$ cat config.mk
export PLATFORM = sky130hd
export DESIGN_NAME = win_check
export DESIGN_NICKNAME = d
export VERILOG_FILES = /design/src/rtl/connect4_pkg.sv /design/src/rtl/grid_cell_mux.sv /design/src/rtl/win_check.sv
export SDC_FILE = /design/constraint.sdc
export NUM_CORES = 1
export LEC_CHECK = 0
export ABC_AREA = 1
export BUFFER_PORTS_ARGS = -buffer_cell sky130_fd_sc_hd__buf_2
export CORE_UTILIZATION = 46
export CTS_BUF_LIST = sky130_fd_sc_hd__clkbuf_16
export CTS_CLUSTER_SIZE = 28
export DETAILED_ROUTE_END_ITERATION = 6
export PLACE_DENSITY_LB_ADDON = 0.08
export RECOVER_POWER = 25
export SLEW_MARGIN = 20
export SYNTH_ARGS = -nofsm -noshare
export SYNTH_HDL_FRONTEND = slang
export SYNTH_SLANG_ARGS = --single-unit
$ cat constraint.sdc
create_clock -name clk -period 7.31 [get_ports clk]
set_input_delay 0.3655 -clock clk [delete_from_list [all_inputs] [get_ports clk]]
set_output_delay 0.3655 -clock clk [all_outputs]
set_load 0.005 [all_outputs]
$ cat src/rtl/connect4_pkg.sv
// Shared board geometry, cell codes, checker states and direction table for
// the Connect-4 win checker.
package connect4_pkg;

    localparam int unsigned ROWS    = 6;
    localparam int unsigned COLS    = 7;
    localparam int unsigned WIN_LEN = 4;

    localparam logic [1:0] EMPTY = 2'b00;
    localparam logic [1:0] P1    = 2'b01;
    localparam logic [1:0] P2    = 2'b10;
    localparam logic [1:0] DRAW  = 2'b11;

    typedef enum logic [1:0] {
        IDLE  = 2'd0,
        FIND  = 2'd1,
        PROBE = 2'd2,
        DONE  = 2'd3
    } state_e;

    // MSB of cell (r,c); row 0 is the bottom row, column 0 the left column.
    function automatic int unsigned cell_msb(input int unsigned r, input int unsigned c,
                                             input int unsigned cols);
        return 2 * cols * r + 2 * cols - 1 - 2 * c;
    endfunction

    // Column step per direction: horizontal, vertical, rising and falling diagonal.
    function automatic int dir_dc(input logic [1:0] dir);
        int dc;
        case (dir)
            2'd0:    dc = 1;
            2'd1:    dc = 0;
            2'd2:    dc = 1;
            default: dc = 1;
        endcase
        return dc;
    endfunction

    // Row step per direction.
    function automatic int dir_dr(input logic [1:0] dir);
        int dr;
        case (dir)
            2'd0:    dr = 0;
            2'd1:    dr = 1;
            2'd2:    dr = 1;
            default: dr = -1;
        endcase
        return dr;
    endfunction

endpackage

$ cat src/rtl/grid_cell_mux.sv
// Combinational read of one 2-bit cell from a packed board by (row, col).
module grid_cell_mux import connect4_pkg::*; #(
    parameter  int unsigned ROWS   = connect4_pkg::ROWS,
    parameter  int unsigned COLS   = connect4_pkg::COLS,
    localparam int unsigned GRID_W = 2 * ROWS * COLS,
    localparam int unsigned IDX_W  = $clog2(GRID_W),
    localparam int unsigned ROW_W  = $clog2(ROWS),
    localparam int unsigned COL_W  = $clog2(COLS)
) (
    input  logic [GRID_W-1:0] i_grid,
    input  logic [ROW_W-1:0]  i_row,
    input  logic [COL_W-1:0]  i_col,
    output logic [1:0]        o_cell
);

    logic [IDX_W-1:0] w_lsb;

    always_comb begin
        w_lsb  = IDX_W'(cell_msb(32'(i_row), 32'(i_col), COLS) - 1);
        o_cell = i_grid[w_lsb +: 2];
    end

endmodule

$ cat src/rtl/win_check.sv
// Incremental Connect-4 judge: finds the newly placed cell, walks its four
// lines in both senses and reports a win, a draw or nothing.
module win_check import connect4_pkg::*; #(
    parameter  int unsigned ROWS    = connect4_pkg::ROWS,
    parameter  int unsigned COLS    = connect4_pkg::COLS,
    parameter  int unsigned WIN_LEN = connect4_pkg::WIN_LEN,
    localparam int unsigned GRID_W  = 2 * ROWS * COLS,
    localparam int unsigned IDX_W   = $clog2(GRID_W),
    localparam int unsigned ROW_W   = $clog2(ROWS),
    localparam int unsigned COL_W   = $clog2(COLS),
    localparam int unsigned RUN_W   = $clog2(WIN_LEN + 1)
) (
    input  logic              clk,
    input  logic              rst,
    input  logic [GRID_W-1:0] grid,
    output logic              term,
    output logic [1:0]        winner,
    output logic              busy,
    output logic              done
);

    state_e             r_state, w_state_nxt;
    logic [GRID_W-1:0]  r_prev, w_prev_nxt;
    logic [GRID_W-1:0]  r_snap, w_snap_nxt;
    logic [ROW_W-1:0]   r_row, w_row_nxt, r_org_row, w_org_row_nxt;
    logic [COL_W-1:0]   r_col, w_col_nxt, r_org_col, w_org_col_nxt;
    logic [1:0]         r_color, w_color_nxt;
    logic [RUN_W-1:0]   r_run, w_run_nxt;
    logic [1:0]         r_dir, w_dir_nxt;
    logic               r_sense, w_sense_nxt;
    logic               r_term, w_term_nxt;
    logic [1:0]         r_winner, w_winner_nxt;
    logic               r_busy, r_done, w_done_nxt;

    int                 w_dc, w_dr, w_nrow, w_ncol;
    logic               w_nbr_ok;
    logic [ROW_W-1:0]   w_nbr_row, w_addr_row;
    logic [COL_W-1:0]   w_nbr_col, w_addr_col;
    logic [1:0]         w_snap_cell, w_prev_cell;
    logic [IDX_W-1:0]   w_cur_lsb;
    logic               w_last_cell;
    logic               w_full;
    logic [ROWS*COLS-1:0] w_empty;

    // Neighbour of the current probe position; r_sense=1 walks the negative way.
    always_comb begin
        w_dc = dir_dc(r_dir);
        w_dr = dir_dr(r_dir);
        if (r_sense) begin
            w_dc = -w_dc;
            w_dr = -w_dr;
        end
        w_nrow    = int'(r_row) + w_dr;
        w_ncol    = int'(r_col) + w_dc;
        w_nbr_ok  = (w_nrow >= 0) && (w_nrow < int'(ROWS)) &&
                    (w_ncol >= 0) && (w_ncol < int'(COLS));
        w_nbr_row = w_nbr_ok ? ROW_W'(w_nrow) : r_row;
        w_nbr_col = w_nbr_ok ? COL_W'(w_ncol) : r_col;
    end

    always_comb begin
        w_addr_row  = (r_state == PROBE) ? w_nbr_row : r_row;
        w_addr_col  = (r_state == PROBE) ? w_nbr_col : r_col;
        w_cur_lsb   = IDX_W'(cell_msb(32'(r_row), 32'(r_col), COLS) - 1);
        w_last_cell = (r_row == ROW_W'(ROWS - 1)) && (r_col == COL_W'(COLS - 1));
    end

    grid_cell_mux #(.ROWS(ROWS), .COLS(COLS)) u_snap_mux (
        .i_grid (r_snap),
        .i_row  (w_addr_row),
        .i_col  (w_addr_col),
        .o_cell (w_snap_cell)
    );

    grid_cell_mux #(.ROWS(ROWS), .COLS(COLS)) u_prev_mux (
        .i_grid (r_prev),
        .i_row  (r_row),
        .i_col  (r_col),
        .o_cell (w_prev_cell)
    );

    // Draw detection: 11 cells count as occupied.
    for (genvar g = 0; g < int'(ROWS * COLS); g++) begin : g_empty
        assign w_empty[g] = (r_snap[2*g +: 2] == EMPTY);
    end
    assign w_full = ~|w_empty;

    always_comb begin
        w_state_nxt   = r_state;
        w_prev_nxt    = r_prev;
        w_snap_nxt    = r_snap;
        w_row_nxt     = r_row;
        w_col_nxt     = r_col;
        w_org_row_nxt = r_org_row;
        w_org_col_nxt = r_org_col;
        w_color_nxt   = r_color;
        w_run_nxt     = r_run;
        w_dir_nxt     = r_dir;
        w_sense_nxt   = r_sense;
        w_term_nxt    = r_term;
        w_winner_nxt  = r_winner;
        w_done_nxt    = 1'b0;

        case (r_state)
            IDLE: begin
                if (grid == '0) begin
                    w_term_nxt   = 1'b0;
                    w_winner_nxt = 2'b00;
                    w_prev_nxt   = '0;
                end else if (!r_term && (grid != r_prev)) begin
                    w_snap_nxt  = grid;
                    w_row_nxt   = '0;
                    w_col_nxt   = '0;
                    w_state_nxt = FIND;
                end
            end

            FIND: begin
                if (w_snap_cell != w_prev_cell) begin
                    w_prev_nxt[w_cur_lsb +: 2] = w_snap_cell;
                    if ((w_snap_cell == P1) || (w_snap_cell == P2)) begin
                        w_color_nxt   = w_snap_cell;
                        w_org_row_nxt = r_row;
                        w_org_col_nxt = r_col;
                        w_run_nxt     = RUN_W'(1);
                        w_dir_nxt     = 2'd0;
                        w_sense_nxt   = 1'b0;
                        w_state_nxt   = PROBE;
                    end else begin
                        w_state_nxt = IDLE;
                    end
                end else if (w_last_cell) begin
                    w_state_nxt = IDLE;
                end else if (r_col == COL_W'(COLS - 1)) begin
                    w_col_nxt = '0;
                    w_row_nxt = r_row + ROW_W'(1);
                end else begin
                    w_col_nxt = r_col + COL_W'(1);
                end
            end

            PROBE: begin
                if (w_nbr_ok && (w_snap_cell == r_color)) begin
                    w_run_nxt = r_run + RUN_W'(1);
                    w_row_nxt = w_nbr_row;
                    w_col_nxt = w_nbr_col;
                    if (r_run == RUN_W'(WIN_LEN - 1)) begin
                        w_term_nxt   = 1'b1;
                        w_winner_nxt = r_color;
                        w_done_nxt   = 1'b1;
                        w_state_nxt  = DONE;
                    end
                end else if (!r_sense) begin
                    // Keep the run: the opposite sense extends the same line.
                    w_sense_nxt = 1'b1;
                    w_row_nxt   = r_org_row;
                    w_col_nxt   = r_org_col;
                end else if (r_dir == 2'd3) begin
                    if (w_full) begin
                        w_term_nxt   = 1'b1;
                        w_winner_nxt = DRAW;
                        w_done_nxt   = 1'b1;
                        w_state_nxt  = DONE;
                    end else begin
                        w_state_nxt = IDLE;
                    end
                end else begin
                    w_dir_nxt   = r_dir + 2'd1;
                    w_run_nxt   = RUN_W'(1);
                    w_sense_nxt = 1'b0;
                    w_row_nxt   = r_org_row;
                    w_col_nxt   = r_org_col;
                end
            end

            DONE: begin
                w_state_nxt = IDLE;
            end

            default: begin
                w_state_nxt = IDLE;
            end
        endcase
    end

    always_ff @(posedge clk or negedge rst) begin
        if (!rst) begin
            r_state   <= IDLE;
            r_prev    <= '0;
            r_snap    <= '0;
            r_row     <= '0;
            r_col     <= '0;
            r_org_row <= '0;
            r_org_col <= '0;
            r_color   <= 2'b00;
            r_run     <= '0;
            r_dir     <= 2'd0;
            r_sense   <= 1'b0;
            r_term    <= 1'b0;
            r_winner  <= 2'b00;
            r_busy    <= 1'b0;
            r_done    <= 1'b0;
        end else begin
            r_state   <= w_state_nxt;
            r_prev    <= w_prev_nxt;
            r_snap    <= w_snap_nxt;
            r_row     <= w_row_nxt;
            r_col     <= w_col_nxt;
            r_org_row <= w_org_row_nxt;
            r_org_col <= w_org_col_nxt;
            r_color   <= w_color_nxt;
            r_run     <= w_run_nxt;
            r_dir     <= w_dir_nxt;
            r_sense   <= w_sense_nxt;
            r_term    <= w_term_nxt;
            r_winner  <= w_winner_nxt;
            r_busy    <= (w_state_nxt != IDLE);
            r_done    <= w_done_nxt;
        end
    end

    assign term   = r_term;
    assign winner = r_winner;
    assign busy   = r_busy;
    assign done   = r_done;

endmodule
==> results of run 1 <==
## sequential cells by signal, indices dropped and copies added, names as in the netlist
name / count
r_dir: 2
term: 1
r_prev: 84
r_snap: 84
winner: 2
r_sense: 1
r_org_row: 3
done: 1
r_run: 3
r_org_col: 3
busy: 1
r_col: 3
r_state: 2
r_color: 2
r_row: 3
## critical path, delay by kind of cell (launching register included)
family                     cells  cell delay (ns)
xor gates and xnor gates       1             0.19
AOI/OAI and AO/OA              4             0.73
and+or+nand+nor               16             2.14
DFF                            1             0.41
adders and majority gates      7             2.13
buffers and inverters         13             1.27
## where the power goes
part,switching [mW],total (mW),internal [mW],leakage [nW]
logic,0.0752,0.109,0.0342,5.24
clock network,0.469,0.942,0.473,0.271
registers,0,1.08,1.08,2.54
total,0.544,2.13,1.58,8.05
## what timing repair did
action	CTS	global route
endpoints found under the hold margin	72	0
resized for setup	5	56
buffers inserted	1	17
pin swaps	1	11
hold buffers	1	0
setup endpoints to repair	89	111
cloned	0	6
## placed cells by master (no fill, tap or decap), types with 5 or more instances in the layout
cell type / netlist / final
sky130_fd_sc_hd__nor3_2: 1 / 8
sky130_fd_sc_hd__inv_2: 23 / 23
sky130_fd_sc_hd__ha_1: 54 / 52
sky130_fd_sc_hd__inv_1: 193 / 191
sky130_fd_sc_hd__or2_2: 10 / 10
sky130_fd_sc_hd__buf_2: 34 / 88
sky130_fd_sc_hd__o2111ai_1: 5 / 5
sky130_fd_sc_hd__nor4_1: 28 / 27
sky130_fd_sc_hd__xor2_1: 23 / 23
sky130_fd_sc_hd__nand3_2: 1 / 7
sky130_fd_sc_hd__inv_6: 0 / 5
sky130_fd_sc_hd__o22ai_1: 17 / 17
sky130_fd_sc_hd__o21ai_0: 82 / 78
sky130_fd_sc_hd__clkbuf_16: 0 / 22
sky130_fd_sc_hd__nor2_2: 9 / 11
sky130_fd_sc_hd__a21oi_1: 47 / 43
sky130_fd_sc_hd__xnor2_1: 50 / 49
sky130_fd_sc_hd__o21ai_1: 43 / 44
sky130_fd_sc_hd__nand2_1: 698 / 690
sky130_fd_sc_hd__nand3_1: 247 / 241
sky130_fd_sc_hd__mux2_2: 26 / 26
sky130_fd_sc_hd__nand4_1: 40 / 40
sky130_fd_sc_hd__nor2_1: 157 / 154
sky130_fd_sc_hd__nor3_1: 42 / 35
sky130_fd_sc_hd__nand2_2: 12 / 18
sky130_fd_sc_hd__buf_4: 12 / 39
sky130_fd_sc_hd__dfrtp_1: 195 / 195
sky130_fd_sc_hd__fa_1: 10 / 10
## area by class of cell
cell class	count	area [um2]
clock buffer	17	425
tap	396	495
timing repair buffer	143	990
clock inverter	15	131
fill	3111	14500
sequential	195	4880
inverter	220	848
multi-input combinational	1636	8600
## per-layer routing
metal / part of all wire, % / routed length [um] / track usage, % / up-vias
li1: - / - / - / 7081
met1: 42 / 23400 / 45.3 / 7125
met2: 44 / 24600 / 52.2 / 704
met3: 8.5 / 4710 / 6.48 / 136
met4: 4.8 / 2630 / 15.1 / 0
met5: 0 / 0 / 0 / -
## kinds of logic (layout without fill, tap and decap cells)
logic type	count (synthesis)	count (layout)	share of synthesized area, %
and+or+nand+nor	1255	1255	37.0
buffers and inverters	296	395	8.54
AOI/OAI and AO/OA	217	217	8.29
DFF	195	195	33.6
xor gates and xnor gates	74	74	4.51
adders and majority gates	64	64	6.03
muxes	26	26	2.02
## worst max-delay path by stage
stage | cells past startpoint | end | start | slack (ns)
after floorplan | 44 | r_prev[71]$_DFFE_PN0P_ | r_dir[0]$_DFFE_PN0P_ | 0.87
after detailed placement | 40 | r_prev[55]$_DFFE_PN0P_ | r_dir[1]$_DFFE_PN0P_ | -0.24
after global placement | 36 | r_prev[15]$_DFFE_PN0P_ | r_dir[1]$_DFFE_PN0P_ | -0.01
after CTS | 44 | r_prev[70]$_DFFE_PN0P_ | r_dir[1]$_DFFE_PN0P_ | 0.05
final | 41 | r_prev[7]$_DFFE_PN0P_ | r_dir[1]$_DFFE_PN0P_ | 0.34
after global routing | 45 | r_prev[82]$_DFFE_PN0P_ | r_dir[1]$_DFFE_PN0P_ | -0.04
## through the flow
step	utilization [%]	cell area (um2)	power, mW	setup TNS, ns
floorplan	-	14500	1.13	0
global placement	49.7	15300	1.21	-0.0122
detailed placement	49.7	15300	1.21	-4.35
CTS	51.6	15900	2.14	0
global route	53.1	16400	2.18	-0.326
finish	53.1	16400	2.13	0
==> results.json, run 1 <==
{
  "core.rowCount": 64,
  "critical_path_peak_fanout": 11,
  "worst_skew_pair.late_latency_ns": 0.47,
  "final.setup.worst_slack_ns": 0.345,
  "worst_pin_slew_ns": 4.25,
  "finalWirelength_mm": 55.3,
  "fp.dieArea_um2": 32300,
  "holdPathEnd": "r_snap[65]$_DFFE_PN0P_",
  "place_congestion": 1.00,
  "synth_area_leader_cell": "sky130_fd_sc_hd__dfrtp_1",
  "floorplan.core_area_um2": 30800,
  "yosysSeqAreaShare_pct": 33.6,
  "worstSetupEndpointType": "flop",
  "dominantRegCellSynth": "sky130_fd_sc_hd__dfrtp_1",
  "ys_async_sr_fraction_pct": 100,
  "slowest_delay_ns": 0.50,
  "synth_largest_type_area_fraction_pct": 33.6,
  "holdCritPathClass": "in2reg",
  "maxClockFrequency_mhz": 144,
  "pre_cts_ws_ns": -0.243,
  "clock_tree.root_cell": "sky130_fd_sc_hd__clkbuf_16",
  "synthesis.instances": 2127,
  "initial_antenna_violation_count": 0,
  "synth-seq-cells": 195,
  "drt-wirelength-per-cell_um": 21.1,
  "worstRegToRegCells": 41,
  "cts.reportedPaths.clkPinSlew_ns": 0.08,
  "critPathRequiredTime_ns": 7.71,
  "finalCriticalPeriod_ns": 6.97,
  "routed_via_density": 5.74,
  "initial_core_util_pct": 47.1,
  "post_synth_instance_area_um2": 14500,
  "synth_edf_count": 0,
  "synth_cell_count_leaders": "sky130_fd_sc_hd__nand2_1, sky130_fd_sc_hd__nand3_1, sky130_fd_sc_hd__dfrtp_1",
  "report.final.hold_viol_count": 0,
  "area_growth_syn_to_layout_pct": 12.7,
  "run_status": "complete, but fails checks",
  "drive_gt1_share_pct": 13.5,
  "dr.pass1.iters": 7,
  "cp.arrival_ns": 7.37,
  "worstHoldPathCells": 2,
  "cts_tree": "built",
  "chipHeight_um": 180,
  "stdcell_count": 2622,
  "most_instantiated_library_cell_after_synthesis": "sky130_fd_sc_hd__nand2_1",
  "grt_pass1_vias": 13800,
  "path_class": "reg2reg",
  "cp-start-kind": "flop",
  "rr_endpoint": "r_prev[7]$_DFFE_PN0P_",
  "numClockSinks": 195,
  "synthesis.area_per_instance_um2": 6.83,
  "wire_length_of_the_first_global_routing_pass_mm": 82.5,
  "remaining_drc_errors": 4,
  "detailedPlacementHpwl_mm": 41.7,
  "synthesis.yosys.warnings": 0,
  "slew_headroom_pct": -183,
  "final_net_count": 2363,
  "final.hold.worst_slack_ns": 0.181,
  "drv.max_cap_violation_count": 1,
  "power.leakage_nw": 8.05,
  "route.vias.total": 15000,
  "ios": 91,
  "ys_top_cells_by_area": "sky130_fd_sc_hd__dfrtp_1, sky130_fd_sc_hd__nand2_1, sky130_fd_sc_hd__nand3_1",
  "failing_checks": "DRC, capacitance limit, slew limit",
  "n_antenna_cell": 0,
  "slowest_stage": "sky130_fd_sc_hd__fa_1",
  "fin_crit_sh_pct": 95.3,
  "power.ir.vdd_worst_mv": 0.178,
  "mappedNetlistNets": 2277,
  "worst_setup_skew_after_layout_ns": 0.0195,
  "grt-ovfl-total": 0,
  "die_width_um": 180,
  "detailedRoute.firstIterationViolations": 1569,
  "ctsHtreeMaxLevel": 4,
  "timing_max_transition_violations_final": 75,
  "power_density_nw_per_um2": 130,
  "worstReg2RegStart": "r_dir[1]$_DFFE_PN0P_",
  "min-delay-start": "grid[65]",
  "grt_max_degree": 75,
  "finalSetupViolations": 0,
  "worst-r2r-setup-slack_ns": 0.34,
  "numCtsBuffers": 17,
  "globalRouteTotalUtil_pct": 33.6,
  "synthDistinctLibCells": 52,
  "cts.path.max_buffers": 2,
  "io_buffers": 90,
  "detail-route-antenna-nets": 0,
  "dpl.cell_count": 2565
}
(Power assumes the default switching activity.)
==> run 2, diff against run 1 <==
--- a/config.mk
+++ b/config.mk
@@ -5,7 +5,6 @@
 export SDC_FILE = /design/constraint.sdc
 export NUM_CORES = 1
 export LEC_CHECK = 0
-export ABC_AREA = 1
 export BUFFER_PORTS_ARGS = -buffer_cell sky130_fd_sc_hd__buf_2
 export CORE_UTILIZATION = 46
 export CTS_BUF_LIST = sky130_fd_sc_hd__clkbuf_16
==> run 2 against run 1 <==
  * The run ends with capacitance limit, slew limit, setup timing left
  * First-iteration DRC count decreased by 14%
  * Area after synthesis shrank 10%
  * Largest cell class unchanged
  * Register-to-register slack got worse by 0.34 ns
  * Hold slack improved by 0.030 ns
==> results.json, run 2 <==
{
  "worst-r2r-setup-slack_ns": -0.0003,
  "finalSetupViolations": 1,
  "worstSetupEndpointType": "flop",
  "drive_gt1_share_pct": 29.0,
  "initial_antenna_violation_count": 0,
  "critical_path_peak_fanout": 7,
  "cts_tree": "built",
  "synthesis.yosys.warnings": 0,
  "initial_core_util_pct": 46.8,
  "biggest_registers_after_layout": "r_prev: 84 flops, r_snap: 84 flops",
  "post_synth_instance_area_um2": 13000,
  "path_class": "reg2reg",
  "slowest_delay_ns": 0.54,
  "ctsHtreeMaxLevel": 4,
  "rr_endpoint": "r_row[2]$_DFFE_PN0P_",
  "n_antenna_cell": 0,
  "worst_pin_slew_ns": 3.77,
  "ys_async_sr_fraction_pct": 100,
  "holdPathEnd": "r_snap[42]$_DFFE_PN0P_",
  "rsz0062_at_grt": "true",
  "fin_crit_sh_pct": 100,
  "worst_skew_pair.late_latency_ns": 0.46,
  "synthesis.area_per_instance_um2": 9.77,
  "detail-route-antenna-nets": 0,
  "routed_via_density": 6.27,
  "synthesis.instances": 1334,
  "worstReg2RegStart": "r_dir[1]$_DFFE_PN0P_",
  "placed_area_um2": 14500,
  "drt-wirelength-per-cell_um": 25.9,
  "cts.reportedPaths.clkPinSlew_ns": 0.07,
  "most_instantiated_library_cell_after_synthesis": "sky130_fd_sc_hd__dfrtp_1",
  "ys_top_cells_by_area": "sky130_fd_sc_hd__dfrtp_1, sky130_fd_sc_hd__mux2_2, sky130_fd_sc_hd__mux4_2",
  "route.vias.total": 11800,
  "synth_cell_count_leaders": "sky130_fd_sc_hd__dfrtp_1, sky130_fd_sc_hd__nand2_1, sky130_fd_sc_hd__o21ai_0",
  "final_layout_setup_total_negative_slack_ns": -0.000282,
  "holdCritPathClass": "in2reg",
  "failing_checks": "capacitance limit, slew limit, setup timing",
  "finalWirelength_mm": 48.9,
  "report.final.hold_viol_count": 0,
  "remaining_drc_errors": 0,
  "ios": 91,
  "postLayoutCoreUtil_pct": 56.1,
  "grt-ovfl-total": 0,
  "clock_tree.root_cell": "sky130_fd_sc_hd__clkbuf_16",
  "layout.cells.most_common_list": "sky130_fd_sc_hd__dfrtp_1, sky130_fd_sc_hd__nand2_1, sky130_fd_sc_hd__o21ai_0",
  "cp.arrival_ns": 7.70,
  "place_congestion": 1.03,
  "critPathRequiredTime_ns": 7.70,
  "run_status": "complete, but fails checks",
  "drv.max_cap_violation_count": 2,
  "chipHeight_um": 170,
  "dr.pass1.iters": 6,
  "yosysSeqAreaShare_pct": 37.4,
  "worst_setup_skew_after_layout_ns": 0.0127,
  "worstRegToRegCells": 33,
  "synth_area_leader_cell": "sky130_fd_sc_hd__dfrtp_1",
  "grt_max_degree": 85,
  "floorplan.core_area_um2": 27900,
  "final_net_count": 1644,
  "synthDistinctLibCells": 71,
  "synth_largest_type_area_fraction_pct": 37.4,
  "globalRouteTotalUtil_pct": 34.4,
  "grt_pass1_vias": 11300,
  "slew_headroom_pct": -151,
  "detailedPlacementHpwl_mm": 37.6,
  "dominantRegCellSynth": "sky130_fd_sc_hd__dfrtp_1",
  "mappedNetlistNets": 1484,
  "synth-seq-cells": 195,
  "finalCriticalPeriod_ns": 7.31,
  "final.setup.worst_slack_ns": -0.000282,
  "worstHoldPathCells": 2,
  "maxClockFrequency_mhz": 137,
  "die_width_um": 170,
  "cp-start-kind": "flop",
  "wire_length_of_the_first_global_routing_pass_mm": 72.7,
  "synth_edf_count": 0,
  "min-delay-start": "grid[42]",
  "area_growth_syn_to_layout_pct": 19.9,
  "timing_max_transition_violations_final": 69,
  "slowest_stage": "sky130_fd_sc_hd__fa_1",
  "post-route-cell-area_um2": 15600,
  "io_buffers": 90,
  "detailedRoute.firstIterationViolations": 1342,
  "final_common_cell": "sky130_fd_sc_hd__dfrtp_1",
  "cts.path.max_buffers": 2,
  "numClockSinks": 195,
  "numCtsBuffers": 17,
  "fp.dieArea_um2": 29000,
  "core.rowCount": 61,
  "pre_cts_ws_ns": -0.149
}
## run 2: changes by cell type in the layout (fill, tap and decap cells not counted), moves of 23 or more
cell	change
sky130_fd_sc_hd__a21oi_1	-23
sky130_fd_sc_hd__buf_4	+53
sky130_fd_sc_hd__inv_1	-141
sky130_fd_sc_hd__mux2_2	+67
sky130_fd_sc_hd__mux2i_1	+25
sky130_fd_sc_hd__mux4_2	+35
sky130_fd_sc_hd__nand2_1	-499
sky130_fd_sc_hd__nand3_1	-210
sky130_fd_sc_hd__nor2_1	-107
sky130_fd_sc_hd__nor4_1	+23
sky130_fd_sc_hd__o21ai_1	-28
sky130_fd_sc_hd__xor2_1	+52
## run 2: layout make-up
cell class,instances,area [um2]
fillers,2519,12200
multi-input cells,1027,8110
flip-flops and latches,195,4880
repair buffers,196,1340
well taps,378,473
clock buffers,17,425
inverters,57,219
clock inverters,15,173
## run 2: worst max path at each step
stage,start,endpoint,slack [ns],cells past startpoint
6_report,r_dir[1]$_DFFE_PN0P_,r_row[2]$_DFFE_PN0P_,-0.0003,33
5_1_grt,r_dir[1]$_DFFE_PN0P_,r_row[2]$_DFFE_PN0P_,-0.28,34
4_1_cts,r_dir[0]$_DFFE_PN0P_,r_row[2]$_DFFE_PN0P_,-0.06,31
3_5_place_dp,r_dir[1]$_DFFE_PN0P_,r_row[2]$_DFFE_PN0P_,-0.15,35
3_3_place_gp,r_dir[1]$_DFFE_PN0P_,r_row[2]$_DFFE_PN0P_,-0.04,35
2_1_floorplan,r_dir[0]$_DFFE_PN0P_,r_row[2]$_DFFE_PN0P_,0.02,33
## run 2: layer usage
metal,up-vias,GRT usage [%],part of all wire [%]
met5,-,0,0
met2,606,52.5,44
met4,0,13.4,4.1
met1,5888,48.2,43
met3,128,6.63,8.9
li1,5197,-,-
## run 2: kinds of logic (layout without fill, tap and decap cells)
| group | after synthesis | after routing | share of synthesized area [%] |
|---|---|---|---|
| and+or+nand+nor | 428 | 428 | 15.5 |
| AOI/OAI and AO/OA | 271 | 271 | 13.2 |
| DFF | 195 | 195 | 37.4 |
| muxes | 155 | 155 | 16.2 |
| buffers and inverters | 112 | 285 | 3.54 |
| xor gates and xnor gates | 109 | 109 | 7.44 |
| adders and majority gates | 64 | 64 | 6.72 |
## run 2: critical path: cells and delay by family (launching register included)
kind,cells,cell delay (ns)
buffers and inverters,4,0.24
AO/OA/AOI/OAI,9,1.53
flip-flops,1,0.39
AND/OR/NAND/NOR,13,2.88
adder cells (fa/ha/maj),7,2.21
## run 2: what timing repair did
action                                  in CTS  in global routing
hold endpoints to repair                    66                  0
pin swaps                                    6                 40
gates resized for setup                      6                 86
endpoints found under the setup margin      24                111
gates cloned                                 0                  2
buffers inserted                             2                 13
hold buffers                                 1                  0
## run 2: stage by stage
stage / hold WS [ns] / std cells
floorplan: 0.0699 / 1334
global placement: 0.411 / 1836
detailed placement: 0.411 / 1836
CTS: 0.188 / 1871
global route: 0.200 / 1885
finish: 0.212 / 1885
Power of run 2 is left out: the tool's default activity adds up to more than one toggle a clock period on the data nets, which glitch-free logic cannot reach.
